$ cat src/rtl/btb_pkg.sv
// Shared types and pc/index helpers for the BTB port controller and its update queue.
package btb_pkg;

    typedef enum logic [1:0] {
        INIT  = 2'd0,
        RUN   = 2'd1,
        FLUSH = 2'd2
    } btb_ctrl_state_e;

    typedef struct packed {
        logic        invalid;
        logic [31:1] pc;
        logic [31:0] target;
    } btb_upd_t;

    // Index field of a [31:1] pc, right-aligned; the caller keeps the low IDX_W bits.
    function automatic logic [30:0] btb_index(input logic [31:1] pc, input int unsigned group_width);
        return pc >> group_width;
    endfunction

    // Inverse of btb_index: places an index into the pc field, all other bits zero.
    function automatic logic [31:1] btb_index_pc(input logic [30:0] idx, input int unsigned group_width);
        return idx << group_width;
    endfunction

endpackage

$ cat src/rtl/btb_upd_fifo.sv
// Synchronous FIFO holding execute-stage BTB updates until the shared port is free.
module btb_upd_fifo
    import btb_pkg::*;
#(
    parameter int unsigned DEPTH = 4
) (
    input  logic     clk,
    input  logic     reset_n,
    input  logic     flush,
    input  logic     push,
    input  btb_upd_t push_data,
    input  logic     pop,
    output btb_upd_t head,
    output logic     full,
    output logic     empty
);

    localparam int unsigned AW = $clog2(DEPTH);
    localparam logic [AW:0] PTR_ZERO = {(AW + 1){1'b0}};
    localparam logic [AW:0] PTR_ONE  = {{AW{1'b0}}, 1'b1};

    btb_upd_t    mem_r [DEPTH];
    logic [AW:0] wr_ptr_r;
    logic [AW:0] rd_ptr_r;

    // Read/write pointers with a wrap bit; flush empties the queue in one edge.
    always_ff @(posedge clk) begin
        if (!reset_n) begin
            wr_ptr_r <= PTR_ZERO;
            rd_ptr_r <= PTR_ZERO;
        end else if (flush) begin
            wr_ptr_r <= PTR_ZERO;
            rd_ptr_r <= PTR_ZERO;
        end else begin
            if (push) begin
                wr_ptr_r <= wr_ptr_r + PTR_ONE;
            end
            if (pop) begin
                rd_ptr_r <= rd_ptr_r + PTR_ONE;
            end
        end
    end

    // Entry storage; contents are don't-care until the pointers cover them.
    always_ff @(posedge clk) begin
        if (push && !flush) begin
            mem_r[wr_ptr_r[AW-1:0]] <= push_data;
        end
    end

    assign head  = mem_r[rd_ptr_r[AW-1:0]];
    assign empty = (wr_ptr_r == rd_ptr_r);
    assign full  = ((wr_ptr_r ^ rd_ptr_r) == {1'b1, {AW{1'b0}}});

endmodule

$ cat src/rtl/btb_ctrl.sv
// Single-port BTB sequencer: invalidate walks, fetch lookups and queued EX-stage updates
// share one port, with a starvation limit so queued writes always make progress.
module btb_ctrl
    import btb_pkg::*;
#(
    parameter int unsigned TAG_DEPTH   = 1024,
    parameter int unsigned GROUP_WIDTH = 1,
    parameter int unsigned UPD_DEPTH   = 4,
    parameter int unsigned STARVE_MAX  = 7
) (
    input  logic        clk,
    input  logic        reset_n,
    input  logic        lkp_req,
    input  logic [31:1] lkp_pc,
    output logic        lkp_gnt,
    output logic        lkp_rvalid,
    output logic        lkp_hit,
    output logic [31:1] lkp_target,
    input  logic        upd_valid,
    output logic        upd_ready,
    input  logic        upd_invalid,
    input  logic [31:1] upd_pc,
    input  logic [31:0] upd_target,
    input  logic        flush_req,
    output logic        flush_busy,
    output logic        btb_rd,
    output logic [31:1] pc_r,
    input  logic        btb_hit,
    input  logic [31:1] target_pc_r,
    output logic        btb_wr,
    output logic        btb_invalid,
    output logic [31:1] pc_w,
    output logic [31:0] target_pc_w
);

    localparam int unsigned       IDX_W    = $clog2(TAG_DEPTH);
    localparam int unsigned       CNT_W    = $clog2(STARVE_MAX + 1);
    localparam logic [IDX_W-1:0]  IDX_ZERO = {IDX_W{1'b0}};
    localparam logic [IDX_W-1:0]  IDX_ONE  = {{(IDX_W - 1){1'b0}}, 1'b1};
    localparam logic [IDX_W-1:0]  IDX_LAST = IDX_W'(TAG_DEPTH - 1);
    localparam logic [CNT_W-1:0]  CNT_ZERO = {CNT_W{1'b0}};
    localparam logic [CNT_W-1:0]  CNT_ONE  = {{(CNT_W - 1){1'b0}}, 1'b1};
    localparam logic [CNT_W-1:0]  CNT_MAX  = CNT_W'(STARVE_MAX);

    btb_ctrl_state_e  state_r, state_s;
    logic [IDX_W-1:0] walk_idx_r, walk_idx_s;
    logic [CNT_W-1:0] starve_cnt_r, starve_cnt_s;
    logic             lkp_rvalid_r;
    logic             hit_kill_r;
    logic             write_sel_s;
    logic             push_s;
    logic             fifo_full_s;
    logic             fifo_empty_s;
    btb_upd_t         fifo_head_s;
    btb_upd_t         push_data_s;

    assign push_s      = upd_valid & upd_ready;
    assign push_data_s = '{invalid: upd_invalid, pc: upd_pc, target: upd_target};

    btb_upd_fifo #(
        .DEPTH (UPD_DEPTH)
    ) u_upd_fifo (
        .clk       (clk),
        .reset_n   (reset_n),
        .flush     (flush_req),
        .push      (push_s),
        .push_data (push_data_s),
        .pop       (write_sel_s),
        .head      (fifo_head_s),
        .full      (fifo_full_s),
        .empty     (fifo_empty_s)
    );

    // Next-state, port arbitration and BTB port drive.
    always_comb begin
        state_s      = state_r;
        walk_idx_s   = walk_idx_r;
        starve_cnt_s = starve_cnt_r;
        write_sel_s  = 1'b0;
        lkp_gnt      = 1'b0;
        btb_rd       = 1'b0;
        pc_r         = 31'd0;
        btb_wr       = 1'b0;
        btb_invalid  = 1'b0;
        pc_w         = 31'd0;
        target_pc_w  = 32'd0;
        upd_ready    = 1'b0;
        flush_busy   = 1'b0;
        case (state_r)
            INIT, FLUSH: begin
                flush_busy   = 1'b1;
                starve_cnt_s = CNT_ZERO;
                // Port stays quiet while reset is held; the walk begins on release.
                if (reset_n) begin
                    btb_wr      = 1'b1;
                    btb_invalid = 1'b1;
                    pc_w        = btb_index_pc(31'(walk_idx_r), GROUP_WIDTH);
                end else begin
                    btb_wr      = 1'b0;
                end
                if (flush_req) begin
                    walk_idx_s = IDX_ZERO;
                end else if (walk_idx_r == IDX_LAST) begin
                    state_s    = RUN;
                    walk_idx_s = IDX_ZERO;
                end else begin
                    walk_idx_s = walk_idx_r + IDX_ONE;
                end
            end
            RUN: begin
                upd_ready   = !fifo_full_s;
                // Queued writes are dropped on flush, so never issue one on the flush edge.
                write_sel_s = !fifo_empty_s && !flush_req &&
                              (!lkp_req || fifo_full_s || (starve_cnt_r == CNT_MAX));
                if (write_sel_s) begin
                    btb_wr      = 1'b1;
                    btb_invalid = fifo_head_s.invalid;
                    pc_w        = fifo_head_s.pc;
                    target_pc_w = fifo_head_s.target;
                end else if (lkp_req) begin
                    lkp_gnt = 1'b1;
                    btb_rd  = 1'b1;
                    pc_r    = lkp_pc;
                end else begin
                    lkp_gnt = 1'b0;
                end
                if (flush_req || write_sel_s || fifo_empty_s) begin
                    starve_cnt_s = CNT_ZERO;
                end else if (lkp_gnt && (starve_cnt_r != CNT_MAX)) begin
                    starve_cnt_s = starve_cnt_r + CNT_ONE;
                end else begin
                    starve_cnt_s = starve_cnt_r;
                end
                if (flush_req) begin
                    state_s    = FLUSH;
                    walk_idx_s = IDX_ZERO;
                end else begin
                    state_s    = RUN;
                end
            end
            default: begin
                state_s    = INIT;
                walk_idx_s = IDX_ZERO;
                flush_busy = 1'b1;
            end
        endcase
    end

    // State, walk index, starvation count and lookup-result pipeline registers.
    always_ff @(posedge clk) begin
        if (!reset_n) begin
            state_r      <= INIT;
            walk_idx_r   <= IDX_ZERO;
            starve_cnt_r <= CNT_ZERO;
            lkp_rvalid_r <= 1'b0;
            hit_kill_r   <= 1'b0;
        end else begin
            state_r      <= state_s;
            walk_idx_r   <= walk_idx_s;
            starve_cnt_r <= starve_cnt_s;
            lkp_rvalid_r <= lkp_gnt;
            hit_kill_r   <= lkp_gnt & flush_req;
        end
    end

    // A hit read on the flush edge refers to an entry the walk is about to erase.
    assign lkp_rvalid = lkp_rvalid_r;
    assign lkp_hit    = btb_hit & lkp_rvalid_r & ~hit_kill_r;
    assign lkp_target = target_pc_r;

endmodule

$ cat config.mk
export PLATFORM = sky130hd
export DESIGN_NAME = btb_ctrl
export DESIGN_NICKNAME = d
export VERILOG_FILES = /design/src/rtl/btb_pkg.sv /design/src/rtl/btb_upd_fifo.sv /design/src/rtl/btb_ctrl.sv
export SDC_FILE = /design/constraint.sdc
export NUM_CORES = 1
export LEC_CHECK = 0
export CAP_MARGIN = 20
export CORE_ASPECT_RATIO = 1.25
export CORE_UTILIZATION = 45
export DETAILED_ROUTE_END_ITERATION = 10
export PLACE_DENSITY = 0.73
export SLEW_MARGIN = 15
export SYNTH_ARGS = -nofsm -noshare
export SYNTH_HDL_FRONTEND = slang
export SYNTH_SLANG_ARGS = --single-unit
$ cat constraint.sdc
create_clock -name clk -period 8.2 [get_ports clk]
set_input_delay 1.23 -clock clk [delete_from_list [all_inputs] [get_ports clk]]
set_output_delay 1.23 -clock clk [all_outputs]
set_load 0.05 [all_outputs]
==> flow_summary.ini, run 1 <==
[setup_path]
max_stage_delay_ns = 0.80
crit_arrival_ns = 4.76
timing.rr.start = state_r[0]
worst-r2r-cell-count = 7
crit_type = in2out
ff2ff_setup_slack_ns = 5.19
cp_max_fo = 14
reg2reg_to = u_upd_fifo.mem_r[2][31]
cp-end-kind = output pin
crit_path_frequent_cell = clkdlybuf4s50_1
cp-start-kind = input pin
path_depth = 6
slowest_stage = clkdlybuf4s50_1
cp_top_family = simple AND/OR/NAND/NOR gates
crit_buf_inv = 2
worstPathCellList = clkdlybuf4s50_1 > nor3b_2 > o31ai_1 > nor2_1 > a22o_1 > clkdlybuf4s50_1
cp_data_required_time_ns = 6.97

[synthesis]
ys_seq_area_share_pct = 71.22
yosys.area.top_type = edfxtp_1
avgSynthCellArea_um2 = 18.05
synthArstFlopShare_pct = 0
synth_edf_count = 256
ys_types = 50
synth_area_um2 = 11500
yosys_warnings = 0
syn-num-nets = 777
synth_area_leaders = edfxtp_1 67%, mux4_2 13%, dfxtp_1 4.4%, and3_1 3.0%, buf_4 2.2%
synth_top_area_share_pct = 66.86
ys_ff_latch = 281
syn_inst = 637
synth_top_flop_cell = edfxtp_1

[pwr]
internal_power_mw = 2.335
peakVddDrop_mv = 0.1758
p_per_area_nw_per_um2 = 197.3
p_sw_mw = 0.5261
swShare_pct = 18.39
total_power_mw = 2.861
p_comb_share_pct = 2.6
p_leak_nw = 4.818
pwr-share-seq_pct = 54.5
clkPwrFrac_pct = 42.8

[global_routing]
grt_pass1_wl_um = 36600
grt_pass1_vias = 6431
grt_antenna_before_repair = 1
grt_max_degree = 65
grt.total_usage_pct = 18.28
grt-ovfl-total = 0

[clock_tree]
cts_root_buffer = clkbuf_16
htreeDepth = 1
clkTransAtPathRegs_ns = 0.06
clk_path_buf_depth = 3
insertion_delay_ns = 0.52
ctsHoldBuffers = 0
cts_setup_buffers = 0
cts_made_buffers = 27
cts_tree = done
cts_resized = 0
clock-sinks = 281

[floorplan]
chipWidth_um = 145.0
core_region_area_um2 = 25130
initial_core_util_pct = 45.75
die_y_um = 180.7
dieArea_um2 = 26200
rows = 65
boundaryPins = 265

[drt]
routed_wl_um = 23830
ant_nets = 0
drtPass1Iterations = 4
via_count = 6249
wire_per_inst_um = 20.50
vias_per_cell = 5.378
drt_iter0_drc = 383
drc_errors = 0

[sta]
worst_pin_slew_ns = 1.003
post-route-min-period_ns = 5.994
finalSetupTns_ns = 0
rsz0062_at_grt = no
fmax_ghz = 0.1668
hold_viol = 0
max_slew_margin_pct = 33.12
drv_slew = 0
fin_skew_ns = 0.01786
fin_crit_sh_pct = 73.10
setup_viol = 0

[finish]
areaGrowthSynthToFinish_pct = 26.14
finalNonFillerCells = 1162
drive_gt1_share_pct = 14.55
layout.nets = 946

[hold_path]
hp-class = reg2reg
worstHoldStart = starve_cnt_r[1]
whs_path_depth = 2
holdPathEnd = starve_cnt_r[1]

[place]
placed_cells = 1111
dp_hpwl_um = 14340
io_buffers = 202
gp_congestion = 0.8364

[run_status]
status = completed

[job]
max_cap_violations = 0
-- synthesized netlist by cell type (2+ instances only) --
master / number
o21a_1: 2
o22ai_1: 2
xor2_1: 3
buf_6: 3
nor3_1: 2
nand2_1: 10
and2_1: 36
nand3_1: 11
o21ai_0: 7
edfxtp_1: 256
and3_1: 56
nor2_1: 15
a31oi_1: 4
dfxtp_1: 25
inv_1: 5
and4_1: 3
a22o_1: 12
ha_1: 8
xnor2_1: 4
mux4_2: 64
or3_1: 3
o31ai_1: 2
a21oi_1: 10
nand4_1: 5
nor2b_1: 2
clkbuf_1: 24
buf_4: 33
buf_2: 8
-- worst min-delay path: cells and delay by family, from the launching register on --
kind,cells,cell delay [ns]
flip-flops,1,0.31
AND/OR/NAND/NOR,1,0.08
AO/OA/AOI/OAI,1,0.06
-- stage by stage --
step	util (%)	hold WS [ns]	setup WS, ns	cell area (um^2)
floorplan	-	0.4522	1.670	11500
CTS	57.58	0.4989	2.194	14470
global route	57.69	0.5411	2.045	14500
detailed placement	54.10	0.4893	2.202	13600
finish	57.71	0.4954	2.206	14500
global placement	54.10	0.4642	2.340	13600
-- cell type report --
cell class | instances | area (um^2)
Clock inverter | 14 | 172.7
Clock buffer | 34 | 701.9
Tap cell | 335 | 419.2
Antenna cell | 2 | 5.005
Multi-Input combinational cell | 281 | 2895
Inverter | 7 | 26.28
Timing Repair Buffer | 208 | 2087
Fill cell | 1906 | 10630
Sequential cell | 281 | 8195
-- registers in the layout, indices dropped and copies added, names as in the netlist, named ones only --
register	flops
hit_kill_r	1
lkp_rvalid	1
starve_cnt_r	3
state_r	2
u_upd_fifo.mem_r	256
u_upd_fifo.rd_ptr_r	3
u_upd_fifo.wr_ptr_r	3
walk_idx_r	10
-- per-layer routing --
| metal | wire length, um | track usage, % |
|---|---|---|
| met1 | 9429 | 21.66 |
| met2 | 12080 | 32.50 |
| met3 | 1526 | 3.990 |
| met5 | 10 | 0 |
| met4 | 777 | 6.851 |
-- power groups by stage --
stage	Clock (mW)	Sequential [mW]	Combinational (mW)
2_1_floorplan	0	1.59	0.0511
3_3_place_gp	0	1.59	0.0729
3_5_place_dp	0	1.59	0.0751
4_1_cts	1.25	1.56	0.0754
5_1_grt	1.31	1.56	0.0807
6_report	1.23	1.56	0.0752
-- logic make-up (layout without fill, tap and decap cells) --
kind of cell / Yosys count / in the layout / synth area share (%)
compound gates: 52 / 52 / 3.330
xor+xnor: 7 / 7 / 0.5333
fa+ha+maj: 8 / 8 / 0.8706
buf+inv: 75 / 263 / 3.809
flops: 281 / 281 / 71.22
mux: 64 / 64 / 12.54
other cells: 0 / 2 / 0
simple gates: 150 / 150 / 7.705
-- placed cells by master, fill, tap and decap left out, drive strengths merged, types with 3 or more instances in the layout --
master and n:
nand4 5, nand2 10, mux4 64, a31oi 4
inv 6, buf 6, and2 36, a21oi 10
dfxtp 25, xnor2 4, bufinv 4, and4 3
nor2 16, nand3 11, and3 56, or3 3
xor2 3, edfxtp 256, ha 8, o21ai 8
clkbuf 34, clkdlybuf4s50 202, clkinv 9, a22o 12
-- worst max-delay path by stage --
| stage | to | slack (ns) | start |
|---|---|---|---|
| 3_3_place_gp | pc_w[7] | 2.34 | flush_req |
| 2_1_floorplan | u_upd_fifo.mem_r[3][0] | 1.67 | upd_valid |
| 4_1_cts | target_pc_w[7] | 2.19 | flush_req |
| 6_report | pc_w[7] | 2.21 | flush_req |
| 5_1_grt | pc_w[7] | 2.05 | flush_req |
| 3_5_place_dp | target_pc_w[7] | 2.20 | flush_req |
No activity file was read; power rests on OpenSTA's default activity.
==> inputs of run 2 (changes only) <==
--- a/config.mk
+++ b/config.mk
@@ -9,7 +9,7 @@
 export CORE_ASPECT_RATIO = 1.25
 export CORE_UTILIZATION = 45
 export DETAILED_ROUTE_END_ITERATION = 10
-export PLACE_DENSITY = 0.73
+export PLACE_DENSITY = 0.76
 export SLEW_MARGIN = 15
 export SYNTH_ARGS = -nofsm -noshare
 export SYNTH_HDL_FRONTEND = slang
==> constraint.sdc (replaced) <==
create_clock -name clk -period 4.85 [get_ports clk]
set_input_delay 0.7275 -clock clk [delete_from_list [all_inputs] [get_ports clk]]
set_output_delay 0.7275 -clock clk [all_outputs]
set_load 0.05 [all_outputs]
==> flow_summary.ini, run 2 (synthesized netlist as in run 1, its figures left out) <==
[finish]
layout.nets = 950
regArea_um2 = 8195
finalNonFillerCells = 1165
final_common_cell = edfxtp_1
areaGrowthSynthToFinish_pct = 30.59
largest_register_ffs = 256
fillCellCount = 1840
drive_gt1_share_pct = 23.01
layout_common_cells = 256 x edfxtp_1, 139 x clkdlybuf4s50_1, 64 x mux4_2, 56 x and3_1, 50 x buf_12
antenna_cells = 0
multi_input_area_um2 = 2902

[setup_path]
crit_arrival_ns = 3.14
cp_data_required_time_ns = 4.12
worstPathCellList = clkdlybuf4s50_1 > nor2b_1 > a21boi_0 > nor2_1 > a22o_1 > clkdlybuf4s50_1
crit_buf_inv = 2
slowest_stage = clkdlybuf4s50_1
cp-end-kind = output pin
crit_path_frequent_cell = clkdlybuf4s50_1
cp_max_fo = 5
crit_type = in2out
cp_top_family = buffers and inverters
cp-start-kind = input pin
max_stage_delay_ns = 0.71

[sta]
setup_viol = 0
worst_pin_slew_ns = 1.044
drv_slew = 0
finalSetupTns_ns = 0
fin_crit_sh_pct = 79.83
max_slew_margin_pct = 30.39
fmax_ghz = 0.2583
post-route-min-period_ns = 3.872
hold_viol = 0
rsz0062_at_grt = no
fin_skew_ns = 0.01920

[floorplan]
boundaryPins = 265
initial_core_util_pct = 45.75
dieArea_um2 = 26200
chipWidth_um = 145.0
die_y_um = 180.7
rows = 65
core_region_area_um2 = 25130

[place]
io_buffers = 202
gp_congestion = 0.8946
placed_cells = 1116
dp_hpwl_um = 15470

[global_routing]
grt_antenna_before_repair = 0
grt-ovfl-total = 0
grt_pass1_wl_um = 38580
grt_pass1_vias = 6756
grt.total_usage_pct = 19.36
grt_max_degree = 65

[clock_tree]
cts_made_buffers = 27
cts_root_buffer = clkbuf_16
clk_path_buf_depth = 3
cts_resized = 0
insertion_delay_ns = 0.53
htreeDepth = 1
cts_tree = done
clock-sinks = 281
ctsHoldBuffers = 0
clkTransAtPathRegs_ns = 0.06
cts_setup_buffers = 0

[hold_path]
hp-class = reg2reg

[pwr]
p_per_area_nw_per_um2 = 327.4
swShare_pct = 18.58
p_leak_nw = 5.134
peakVddDrop_mv = 0.2951
clkPwrFrac_pct = 43.6
internal_power_mw = 4.002
pwr-share-seq_pct = 53.7
p_sw_mw = 0.9133
p_comb_share_pct = 2.7

[job]
max_cap_violations = 0

[drt]
wire_per_inst_um = 21.49
vias_per_cell = 5.439
drtPass1Iterations = 4
drt_iter0_drc = 324
via_count = 6336
drc_errors = 0
ant_nets = 0
routed_wl_um = 25030

[run_status]
status = completed
-- run 2: cell types whose count changed in the layout (fill, tap and decap cells not counted), moves of 2 or more --
cell / change
clkinvlp_4: -2
clkdlybuf4s50_1: -63
clkbuf_1: -2
buf_12: +50
diode_2: -2
clkinv_2: +4
buf_4: +18
-- run 2: layout make-up --
type / instances / share of cell area [%]
clock buffers: 32 / 4.625
clock inverters: 17 / 1.417
inverters: 7 / 0.1750
multi-input cells: 281 / 19.32
flip-flops and latches: 281 / 54.58
well taps: 335 / 2.792
repair buffers: 212 / 17.08
-- run 2: worst min-delay path, stage by stage (launching register included) --
cell     delay, ns
dfxtp_1       0.33
nand3_1       0.07
a21oi_1       0.06
-- run 2: path summary, 6_finish.rpt --
path	start	slack [ns]	cells past startpoint	endpoint
setup / recovery	lkp_req	0.98	6	pc_w[11]
hold / removal	starve_cnt_r[2]	0.50	2	starve_cnt_r[2]
setup reg to reg	state_r[0]	1.97	6	u_upd_fifo.mem_r[1][52]
hold reg to reg	starve_cnt_r[2]	0.50	2	starve_cnt_r[2]
-- run 2: power groups by stage --
stage / registers [mW] / clock network (mW) / logic, mW
after floorplan: 2.69 / 0 / 0.0864
after global placement: 2.69 / 0 / 0.129
after detailed placement: 2.69 / 0 / 0.134
after CTS: 2.64 / 2.19 / 0.134
after global routing: 2.64 / 2.27 / 0.142
final: 2.64 / 2.14 / 0.133
-- run 2: per-stage QoR --
step                      util (%)  power (mW)  setup WS, ns  hold WS (ns)  cell area, um^2
after floorplan                  -       2.779        0.7795        0.4522            11500
after global placement       56.14       2.819         1.095        0.4686            14110
after detailed placement     56.14       2.824         1.051        0.4818            14110
after CTS                    59.75       4.960         1.024        0.5041            15010
after global routing         59.75       5.053        0.7906        0.5451            15010
final                        59.75       4.915        0.9781        0.5035            15010
-- run 2: per-layer routing --
metal  part of all wire, %  vias to the layer above  global-route usage, %
met3                   6.6                       53                  4.116
met4                   4.2                        0                  8.936
met1                    38                     3179                  22.47
li1                      -                     2861                      -
met5                     0                        -                      0
met2                    52                      243                  34.27
==> inputs of run 3 (changes only) <==
--- a/config.mk
+++ b/config.mk
@@ -9,7 +9,7 @@
 export CORE_ASPECT_RATIO = 1.25
 export CORE_UTILIZATION = 45
 export DETAILED_ROUTE_END_ITERATION = 10
-export PLACE_DENSITY = 0.76
+export PLACE_DENSITY = 0.73
 export SLEW_MARGIN = 15
 export SYNTH_ARGS = -nofsm -noshare
 export SYNTH_HDL_FRONTEND = slang
==> constraint.sdc (replaced) <==
create_clock -name clk -period 4 [get_ports clk]
set_input_delay 0.6 -clock clk [delete_from_list [all_inputs] [get_ports clk]]
set_output_delay 0.6 -clock clk [all_outputs]
set_load 0.05 [all_outputs]
==> flow_summary.ini, run 3 (synthesized netlist as in run 1, its figures left out) <==
[run_status]
status = completed

[pwr]
peakVddDrop_mv = 0.3246
p_leak_nw = 5.201
total_power_mw = 5.763
p_per_area_nw_per_um2 = 378.2

[clock_tree]
clock-sinks = 281
htreeDepth = 1
cts_resized = 0
cts_setup_buffers = 0
cts_made_buffers = 27
clkTransAtPathRegs_ns = 0.06
cts_tree = done
clk_path_buf_depth = 3
ctsHoldBuffers = 0
insertion_delay_ns = 0.52
cts_root_buffer = clkbuf_16

[sta]
post-route-min-period_ns = 3.543
worst_pin_slew_ns = 0.8696
rsz0062_at_grt = no
max_slew_margin_pct = 41.81
hold_viol = 0
fin_crit_sh_pct = 88.57
fin_skew_ns = 0.008798
drv_slew = 0
fmax_ghz = 0.2823
setup_viol = 0
finalSetupTns_ns = 0

[drt]
via_count = 6516
drc_errors = 0
drt_iter0_drc = 397
wire_per_inst_um = 21.24
vias_per_cell = 5.560
ant_nets = 0
drtPass1Iterations = 5
routed_wl_um = 24890

[floorplan]
boundaryPins = 265
die_y_um = 180.7
core_region_area_um2 = 25130
chipWidth_um = 145.0
rows = 65
dieArea_um2 = 26200
initial_core_util_pct = 45.75

[global_routing]
grt-ovfl-total = 0
grt_pass1_wl_um = 38800
grt_antenna_before_repair = 0
grt_max_degree = 65
grt_pass1_vias = 6832
grt.total_usage_pct = 19.25

[setup_path]
cp_data_required_time_ns = 3.40
crit_type = reg2out
cp-start-kind = register
crit_arrival_ns = 2.94
worst-r2r-cell-count = 7
cp-end-kind = output pin
cp_max_fo = 35

[place]
placed_cell_area_um2 = 14400
io_buffers = 202
dp_hpwl_um = 15620
gp_congestion = 0.8661
placed_cells = 1126

[finish]
finalNonFillerCells = 1172
layout_common_cells = 256 x edfxtp_1, 137 x clkdlybuf4s50_1, 68 x buf_12, 64 x mux4_2, 56 x and3_1
fin_area_um2 = 15240
fillCellCount = 1813
multi_input_area_um2 = 2902
final_common_cell = edfxtp_1
largest_register_ffs = 256
layout.nets = 960
antenna_cells = 0
drive_gt1_share_pct = 23.66
areaGrowthSynthToFinish_pct = 32.55
regArea_um2 = 8195

[hold_path]
whs_path_depth = 2
hp-class = reg2reg

[job]
max_cap_violations = 0
==> run 3: path summary, 6_finish.rpt <==
path / from / end / slack, ns
max: starve_cnt_r[0] / pc_r[13] / 0.46
min: starve_cnt_r[2] / starve_cnt_r[2] / 0.47
max reg2reg: state_r[0] / u_upd_fifo.mem_r[2][21] / 1.19
min reg2reg: starve_cnt_r[2] / starve_cnt_r[2] / 0.47
==> run 3: area by class of cell <==
type | instances | area share (%)
clock buffer | 42 | 5.205
clock inverter | 4 | 0.2874
inverter | 7 | 0.1724
multi-input combinational | 281 | 19.04
sequential | 281 | 53.78
tap | 335 | 2.750
timing repair buffer | 222 | 18.77
==> run 3: worst max-delay path, cell delays in order, from the launching register on <==
cell             delay, ns
dfxtp_1               0.32
ha_1                  0.20
ha_1                  0.20
a21oi_1               0.31
o311a_4               0.42
and2_1                0.18
clkdlybuf4s50_1       0.80
==> run 3: metal layers <==
layer | up-vias | global-route usage (%) | share of wire, %
met3 | 48 | 4.495 | 7.6
li1 | 2890 | - | -
met4 | 0 | 5.234 | 2.0
met5 | - | 0 | 0
met1 | 3322 | 23.42 | 39
met2 | 256 | 34.23 | 51
==> run 3: metrics by stage <==
step                utilization, %  worst slack, ns  hold slack (ns)
finish                       60.64           0.4572           0.4701
CTS                          60.64           0.4474           0.4757
detailed placement           57.31           0.8196           0.4673
floorplan                        -           0.7967           0.4522
global placement             57.31           0.8377           0.4644
global route                 60.64           0.3082           0.4876
==> run 3: power breakdown <==
part	total (mW)	leakage, nW	internal (mW)	switching [mW]
registers	3.20	2.50	3.20	0.00149
logic	0.160	2.29	0.0984	0.0617
clock network	2.40	0.409	1.42	0.989
